## src/rtl/snax_simbacore_csr_initiator.sv

```systemverilog
// Requester-side CSR sequencer: snapshot config, write it, launch, poll until idle, read back status.
// Optional poll timeout enabled by defining SNAX_SIMBACORE_CSR_INIT_TIMEOUT_EN.
module snax_simbacore_csr_initiator #(
   parameter int unsigned NumRwCsr    = 6,
   parameter int unsigned NumRoCsr    = 2,
   parameter int unsigned CsrBaseAddr = 0,
   parameter int unsigned PollGap     = 4,
   parameter int unsigned MaxPolls    = 1024
) (
   input  logic                         clk_i,
   input  logic                         rst_i,
   input  logic                         start_i,
   input  logic [NumRwCsr-1:0][31:0]    cfg_i,
   output logic                         busy_o,
   output logic                         done_o,
   output logic                         error_o,
   output logic [NumRoCsr-1:0][31:0]    status_o,
   output logic [31:0]                  csr_req_data_o,
   output logic [31:0]                  csr_req_addr_o,
   output logic                         csr_req_write_o,
   output logic                         csr_req_valid_o,
   input  logic                         csr_req_ready_i,
   input  logic [31:0]                  csr_rsp_data_i,
   input  logic                         csr_rsp_valid_i,
   output logic                         csr_rsp_ready_o
);

   localparam logic [3:0] S_IDLE     = 4'd0;
   localparam logic [3:0] S_WRITE    = 4'd1;
   localparam logic [3:0] S_LAUNCH   = 4'd2;
   localparam logic [3:0] S_GAP      = 4'd3;
   localparam logic [3:0] S_POLL_REQ = 4'd4;
   localparam logic [3:0] S_POLL_RSP = 4'd5;
   localparam logic [3:0] S_READ_REQ = 4'd6;
   localparam logic [3:0] S_READ_RSP = 4'd7;
   localparam logic [3:0] S_DONE     = 4'd8;

   localparam int unsigned MaxN = (NumRwCsr > NumRoCsr) ? NumRwCsr : NumRoCsr;
   localparam int unsigned IdxW = $clog2(MaxN + 1);

   localparam logic [31:0]     RwBase     = 32'(CsrBaseAddr);
   localparam logic [31:0]     RoBase     = 32'(CsrBaseAddr + NumRwCsr);
   localparam logic [31:0]     LaunchAddr = 32'(CsrBaseAddr + NumRwCsr + NumRoCsr);
   localparam logic [IdxW-1:0] LastRw     = IdxW'(NumRwCsr - 1);
   localparam logic [IdxW-1:0] LastRo     = IdxW'(NumRoCsr - 1);
   localparam logic [31:0]     GapLast    = 32'(PollGap - 1);
   localparam logic [3:0]      AfterPoll  = (PollGap == 0) ? S_POLL_REQ : S_GAP;

`ifdef SNAX_SIMBACORE_CSR_INIT_TIMEOUT_EN
   localparam bit TimeoutEn = 1'b1;
`else
   localparam bit TimeoutEn = 1'b0;
`endif

   logic [3:0]                  state_q;
   logic [IdxW-1:0]             idx_q;
   logic [NumRwCsr-1:0][31:0]   snap_q;
   logic [NumRoCsr-1:0][31:0]   status_q;
   logic [31:0]                 poll_cnt_q;
   logic [31:0]                 gap_cnt_q;
   logic [31:0]                 req_data_q;
   logic [31:0]                 req_addr_q;
   logic                        req_write_q;
   logic                        req_valid_q;
   logic                        done_q;
   logic                        error_q;
   logic [31:0]                 wr_sel;
   logic                        req_hs;

   always_comb begin
      wr_sel = '0;
      for (int unsigned j = 0; j < NumRwCsr; j++) begin
         if (idx_q == IdxW'(j)) wr_sel = snap_q[j];
      end
   end

   assign req_hs = req_valid_q && csr_req_ready_i;

   always_ff @(posedge clk_i or posedge rst_i) begin
      if (rst_i) begin
         state_q     <= S_IDLE;
         idx_q       <= '0;
         snap_q      <= '0;
         status_q    <= '0;
         poll_cnt_q  <= '0;
         gap_cnt_q   <= '0;
         req_data_q  <= '0;
         req_addr_q  <= '0;
         req_write_q <= 1'b0;
         req_valid_q <= 1'b0;
         done_q      <= 1'b0;
         error_q     <= 1'b0;
      end else begin
         done_q  <= 1'b0;
         error_q <= 1'b0;
         case (state_q)
            S_IDLE: begin
               if (start_i) begin
                  snap_q  <= cfg_i;
                  idx_q   <= '0;
                  state_q <= S_WRITE;
               end
            end
            S_WRITE: begin
               if (!req_valid_q) begin
                  req_valid_q <= 1'b1;
                  req_write_q <= 1'b1;
                  req_addr_q  <= RwBase + 32'(idx_q);
                  req_data_q  <= wr_sel;
               end else if (req_hs) begin
                  req_valid_q <= 1'b0;
                  if (idx_q == LastRw) state_q <= S_LAUNCH;
                  else idx_q <= idx_q + 1'b1;
               end
            end
            S_LAUNCH: begin
               if (!req_valid_q) begin
                  req_valid_q <= 1'b1;
                  req_write_q <= 1'b1;
                  req_addr_q  <= LaunchAddr;
                  req_data_q  <= 32'd1;
               end else if (req_hs) begin
                  req_valid_q <= 1'b0;
                  poll_cnt_q  <= '0;
                  gap_cnt_q   <= '0;
                  state_q     <= AfterPoll;
               end
            end
            S_GAP: begin
               if (gap_cnt_q == GapLast) begin
                  gap_cnt_q <= '0;
                  state_q   <= S_POLL_REQ;
               end else begin
                  gap_cnt_q <= gap_cnt_q + 32'd1;
               end
            end
            S_POLL_REQ, S_READ_REQ: begin
               if (!req_valid_q) begin
                  req_valid_q <= 1'b1;
                  req_write_q <= 1'b0;
                  req_addr_q  <= (state_q == S_POLL_REQ) ? RoBase : RoBase + 32'(idx_q);
                  req_data_q  <= '0;
               end else if (req_hs) begin
                  req_valid_q <= 1'b0;
                  state_q     <= (state_q == S_POLL_REQ) ? S_POLL_RSP : S_READ_RSP;
               end
            end
            S_POLL_RSP: begin
               if (csr_rsp_valid_i) begin
                  if (csr_rsp_data_i[0]) begin
                     // Counter holds polls completed before this one, so MaxPolls+1 polls run before timeout.
                     if (TimeoutEn && (poll_cnt_q == 32'(MaxPolls))) begin
                        done_q  <= 1'b1;
                        error_q <= 1'b1;
                        state_q <= S_DONE;
                     end else begin
                        if (poll_cnt_q != '1) poll_cnt_q <= poll_cnt_q + 32'd1;
                        gap_cnt_q <= '0;
                        state_q   <= AfterPoll;
                     end
                  end else begin
                     status_q[0] <= csr_rsp_data_i;
                     if (NumRoCsr == 1) begin
                        done_q  <= 1'b1;
                        state_q <= S_DONE;
                     end else begin
                        idx_q   <= IdxW'(1);
                        state_q <= S_READ_REQ;
                     end
                  end
               end
            end
            S_READ_RSP: begin
               if (csr_rsp_valid_i) begin
                  for (int unsigned j = 0; j < NumRoCsr; j++) begin
                     if (idx_q == IdxW'(j)) status_q[j] <= csr_rsp_data_i;
                  end
                  if (idx_q == LastRo) begin
                     done_q  <= 1'b1;
                     state_q <= S_DONE;
                  end else begin
                     idx_q   <= idx_q + 1'b1;
                     state_q <= S_READ_REQ;
                  end
               end
            end
            S_DONE: begin
               state_q <= S_IDLE;
            end
            default: begin
               state_q <= S_IDLE;
            end
         endcase
      end
   end

   assign busy_o          = (state_q != S_IDLE);
   assign done_o          = done_q;
   assign error_o         = error_q;
   assign status_o        = status_q;
   assign csr_req_data_o  = req_data_q;
   assign csr_req_addr_o  = req_addr_q;
   assign csr_req_write_o = req_write_q;
   assign csr_req_valid_o = req_valid_q;
   assign csr_rsp_ready_o = (state_q == S_POLL_RSP) || (state_q == S_READ_RSP);

endmodule

```

## config.mk

```make
export PLATFORM = sky130hd
export DESIGN_NAME = snax_simbacore_csr_initiator
export DESIGN_NICKNAME = d
export VERILOG_FILES = /design/src/rtl/snax_simbacore_csr_initiator.sv
export SDC_FILE = /design/constraint.sdc
export NUM_CORES = 1
export LEC_CHECK = 0
export ABC_CLOCK_PERIOD_IN_PS = 11100
export BUFFER_PORTS_ARGS = -buffer_cell sky130_fd_sc_hd__buf_2
export CORE_MARGIN = 3
export CORE_UTILIZATION = 30
export CTS_BUF_LIST = sky130_fd_sc_hd__clkbuf_2 sky130_fd_sc_hd__clkbuf_4 sky130_fd_sc_hd__clkbuf_8
export DETAILED_ROUTE_END_ITERATION = 12
export PLACE_DENSITY = 0.51
export RECOVER_POWER = 50
export SLEW_MARGIN = 0
export SYNTH_ARGS = -nofsm -noshare
export SYNTH_HDL_FRONTEND = slang
export SYNTH_SLANG_ARGS = --single-unit
```

## constraint.sdc

```tcl
create_clock -name clk_i -period 11.1 [get_ports clk_i]
set_clock_uncertainty 0.1 [all_clocks]
set_input_delay 0.555 -clock clk_i [delete_from_list [all_inputs] [get_ports clk_i]]
set_output_delay 0.555 -clock clk_i [all_outputs]
set_load 0.1 [all_outputs]
```

# ---- Word level (Yosys, flattened, before mapping)
# Index checks and enable logic that the tools add are counted.
dict set report classes {
  n_eq_ne 33
  n_reduce_logical 21
  n_addsub 3
  muxes 58
}
# op count
set op_table {}
lappend op_table {{32-bit 2-to-1 mux} 21}
lappend op_table {{32-bit case mux with 3 select lines} 3}
lappend op_table {{32-bit case mux with 2 select lines} 1}
lappend op_table {{4-bit 2-to-1 mux} 13}
lappend op_table {{2-bit inequality test (second input constant)} 20}
lappend op_table {{32-bit by 1-bit adder with 32-bit output (second input constant)} 1}
lappend op_table {{32-bit by 2-bit == test with 1-bit output (second input constant)} 1}
lappend op_table {{4-bit case mux with 7 select lines} 1}
lappend op_table {{3-bit 2-to-1 mux} 9}
lappend op_table {{4-bit by 3-bit == test with 1-bit output (second input constant)} 4}
lappend op_table {{3-bit case mux with 4 select lines} 1}
lappend op_table {{11-bit AND reduction} 1}
lappend op_table {{5-bit AND reduction} 2}
lappend op_table {{9-bit AND reduction} 1}
lappend op_table {{4-bit by 2-bit == test with 1-bit output (second input constant)} 2}
lappend op_table {{4-bit nonzero test} 2}
lappend op_table {{1-bit 2-to-1 mux} 7}
lappend op_table {{3-bit by 2-bit == test with 1-bit output (second input constant)} 2}
lappend op_table {{3-bit == test (second input constant)} 2}
lappend op_table {{3-bit AND reduction} 2}
lappend op_table {{3-bit nonzero test} 2}
lappend op_table {{3-bit by 3-bit adder with 4-bit output (first input constant)} 1}
lappend op_table {{4-bit by 1-bit == test with 1-bit output (second input constant)} 1}
lappend op_table {{4-bit logical NOT} 1}
lappend op_table {{12 further kinds} 14}
dict set report word_totals {
  output_inout_bits 134
  reg_bits 362
}

# ---- Depth between registers and ports, before layout
dict set report depth {
  depth_word 9
  ltp_mapped 10
}

# ---- Worst setup path after synthesis
# No wires, ideal clock.
dict set report synth_timing {
  kind {reg-to-reg}
  startpoint {register state_q[2]}
  endpoint {register idx_q[0]}
  t_arrival_ns 2.510
  n_path_buf 2
  path_slack_ns 8.404
  t_required_ns 10.913
  path_stages_with_launch 8
  period_less_slack_ns 2.696
  setup_ns 0.087
  cell_sequence {dfrtp_1 buf_2 buf_2 and3b_1 a32oi_1 a2111oi_2 o2111ai_1 o211ai_1}
}
dict set report synth_between {
  elab_chain_cells 3
  elab_cells_between_ends 15
}
# item line_no
set synth_rtl {}
lappend synth_rtl {{start, declared} 55} ;# logic [3:0] state_q;
lappend synth_rtl {{start signal, assigned} 126} ;# state_q <= AfterPoll;
lappend synth_rtl {{start signal, assigned} 145} ;# state_q <= (state_q == S_POLL_REQ) ? S_POLL_RSP : S_READ_RSP;
lappend synth_rtl {{start signal, assigned} 159} ;# state_q <= AfterPoll;
lappend synth_rtl {{4-bit by 3-bit == test with 1-bit output, or another cell as far along} 96} ;# case (state_q)
lappend synth_rtl {{4-bit nonzero test (no source line) or 2-bit inequality test (tied branches)} --}
lappend synth_rtl {{9-bit AND reduction (no source line)} --}
lappend synth_rtl {{end signal, assigned} 113} ;# else idx_q <= idx_q + 1'b1;
lappend synth_rtl {{end signal, assigned} 167} ;# idx_q <= IdxW'(1);
lappend synth_rtl {{end signal, assigned} 182} ;# idx_q <= idx_q + 1'b1;
lappend synth_rtl {{end, declared} 56} ;# logic [IdxW-1:0] idx_q;
# Several ways; a longest one is shown, not always the timed one.
# A chain may end at the register's enable or synchronous reset.

==> results.txt <==
commonest cells in the netlist = 334 x dfrtp_1, 257 x mux2_2, 90 x o21ai_0
Final ANT Viol Nets = 0
Worst Path Required = 11.62 ns
worst min-delay path category = input port to flop
initial antenna violation count = 7
final setup fails = 0
vias per cell = 4.77
met1 Track Usage GR = 0.247
DIE AREA = 52200 um2
Nets = 1958
Setup Crit Path Kind = input port to asynchronous set/reset pin
Clk pin slew, worst setup/hold paths = 0.06 ns
Ys Warns = 0
detailed placer's ending HPWL = 32.3 mm
Synth Cell Area = 14800 um2
ys async rst share = 1.00
setup tns final = 0 ns
EDFF count, synth = 0
PD cells = 311 nW/um2
failing checks = max-capacitance violations, max-slew violations
endpoint type of the worst setup path = asynchronous set/reset pin
first-pass GRT wire length = 73.1 mm
Min Clock Period, post-route = 5.12 ns
synthesized netlist cell count = 1192
GRT busiest layer = met2
worst-skew pair later-pin latency = 0.65 ns
Post-Route WL = 47.2 mm
Remaining Overflow, GRT = 0
fmax = 195 MHz
Final Non-Filler Cells = 2437
vias in the first global route = 12.1k
Rows = 80
drt wl/cell = 19.4 um
Critical Path Source Type = input port
# placed instances = 2119
Buffers on Ports = 333
post-synth top area share = 0.563
RSZ-0062 raised after global routing = no
initial drt markers = 644
grt met3 use = 0.0298
final hold vios = 0
register bit total from synthesis = 334
Avg Synthesized Cell Area = 12.4 um2
vias = 11.6k
Post-synth top flop = dfrtp_1
crit share post-route = 0.461
clk buf depth = 3
Ports = 363
Max Cap Viol = 3
Pwr Total = 0.00629 W
pin count of the biggest net entering global routing = 124
Post-route DRC = 0
total global-route track usage = 0.178
P&R area growth vs syn = 36.3%
CTS tree = yes
most common cell in the netlist = dfrtp_1
Max Slew Vio Count = 202
Die Span Y = 228 um
sequential share of the synthesized area = 0.563
placed inst area = 17000 um2
Leak = 8.93 nW
fin area = 20200 um2
cell taking the most area after synthesis = dfrtp_1
Initial Utilization = 0.307
Reg2Reg Depth = 4
CTS resizes = 0
final core utilization = 0.418
DIE WIDTH = 228 um
Sink Count = 334
GPL Wtd Cong = 0.813
synth top area cells = dfrtp_1 56%, mux2_2 20%, o21ai_0 3.0%, a221oi_1 1.9%, a22oi_1 1.6%
relative slew slack = -2.88
worst-path fanout max = 123
outcome = complete, but fails checks
Worst Tran Pin Value = 5.78 ns
Pre-antenna DRT Iters = 5
H-tree levels = 2
CTS Buf Count = 61
Arr. time, crit path = 5.63 ns
hold path depth = 2
clock root buffer = clkbuf_8
layout cells sized above 1 = 0.361
Peak VDD IR = 0.270 mV
core footprint = 48300 um2
Netlist cell types = 67
met2 track demand over resource = 0.284
[cells by family after synthesis]
group | count (synthesis) | synth area share
AND/OR/NAND/NOR | 221 | 0.0773
flip-flops | 334 | 0.563
XOR/XNOR | 8 | 0.00472
multiplexers | 257 | 0.195
AO/OA/AOI/OAI | 247 | 0.113
adder cells (fa/ha/maj) | 7 | 0.00590
buffers and inverters | 117 | 0.0401
other | 1 | 0.000253
[metal layers]
layer | part of all wire | routed length, um
met5 | 0 | 0
met4 | 0.027 | 1260
met3 | 0.042 | 1980
met2 | 0.47 | 22000
met1 | 0.47 | 22000
[repair_timing]
item | 4_1_cts | 5_1_grt
hold endpoints to repair | 225 | 0
setup buffers | 0 | 0
hold buffers | 196 | 0
[flip-flops by register name, summed over array words and instances, names as in the netlist]
register and count:
gap_cnt_q 32, status_o 64, csr_req_valid_o 1, csr_req_addr_o 4
idx_q 3, csr_req_write_o 1, state_q 4, snap_q 192
csr_req_data_o 32, done_o 1
[stage by stage]
stage	hold slack (ns)	worst slack, ns
global placement	0.361	7.50
global route	0.0228	5.11
floorplan	0.374	1.19
detailed placement	0.369	7.38
CTS	0.000507	7.37
finish	0.0623	5.98
[worst paths after layout]
path                                           end          startpoint  slack [ns]
worst max-delay path                   snap_q[102]               rst_i        5.98
worst min-delay path                   snap_q[165]          cfg_i[165]        0.06
worst max register to register          snap_q[44]          state_q[0]        6.60
worst min register to register  csr_req_data_o[19]  csr_req_data_o[19]        0.38
max in group clk_i                      snap_q[44]          state_q[0]        6.60
min in group asynchronous               snap_q[53]               rst_i        2.16
[report_power, final]
part / internal, W / switching [W] / total [W] / leakage (nW)
Clock: 0.000747 / 0.000541 / 0.00129 / 0.739
Sequential: 0.00174 / 0.000352 / 0.00209 / 4.20
Combinational: 0.000787 / 0.00212 / 0.00291 / 3.99
Total: 0.00328 / 0.00302 / 0.00629 / 8.93
[layout by cell type (no fill, tap or decap), types with 3 or more instances in the layout]
cell           count
dfrtp_1          334
o221ai_1          13
clkbuf_8          79
buf_4             14
a22oi_1           31
nand3_1           17
nand4_1           13
nand2_1           55
a221oi_1          32
a22o_1             6
a211oi_1          19
mux2_2           257
xor2_1             7
nor2_1            41
nand2b_1           8
ha_1               6
clkbuf_4          18
dlygate4sd3_1    196
o21ai_0           90
conb_1            29
buf_2            230
clkbuf_1         104
and2_1             3
or3_1             11
nor4_1             8
inv_1             11
a21oi_1           27
or3_2              6
nor3_1            29
diode_2            7
o31ai_1            3
o22ai_1            3
clkinv_2          13
nor2b_1            8
or4_1              3
[worst max-delay path: stages]
cell and delay, ns:
dlygate4sd3_1 0.53, buf_2 0.12, clkinvlp_2 3.19, buf_4 1.16
[layout make-up]
type | instances | area (um2)
Inverter | 12 | 46.3
Antenna cell | 7 | 17.5
Clock inverter | 18 | 150
Fill cell | 4673 | 28100
Tap cell | 656 | 821
Sequential cell | 334 | 8360
Multi-Input combinational cell | 769 | 6000
Timing Repair Buffer | 544 | 3610
Clock buffer | 97 | 1220
Note: power is estimated with default switching activity, not from simulation.
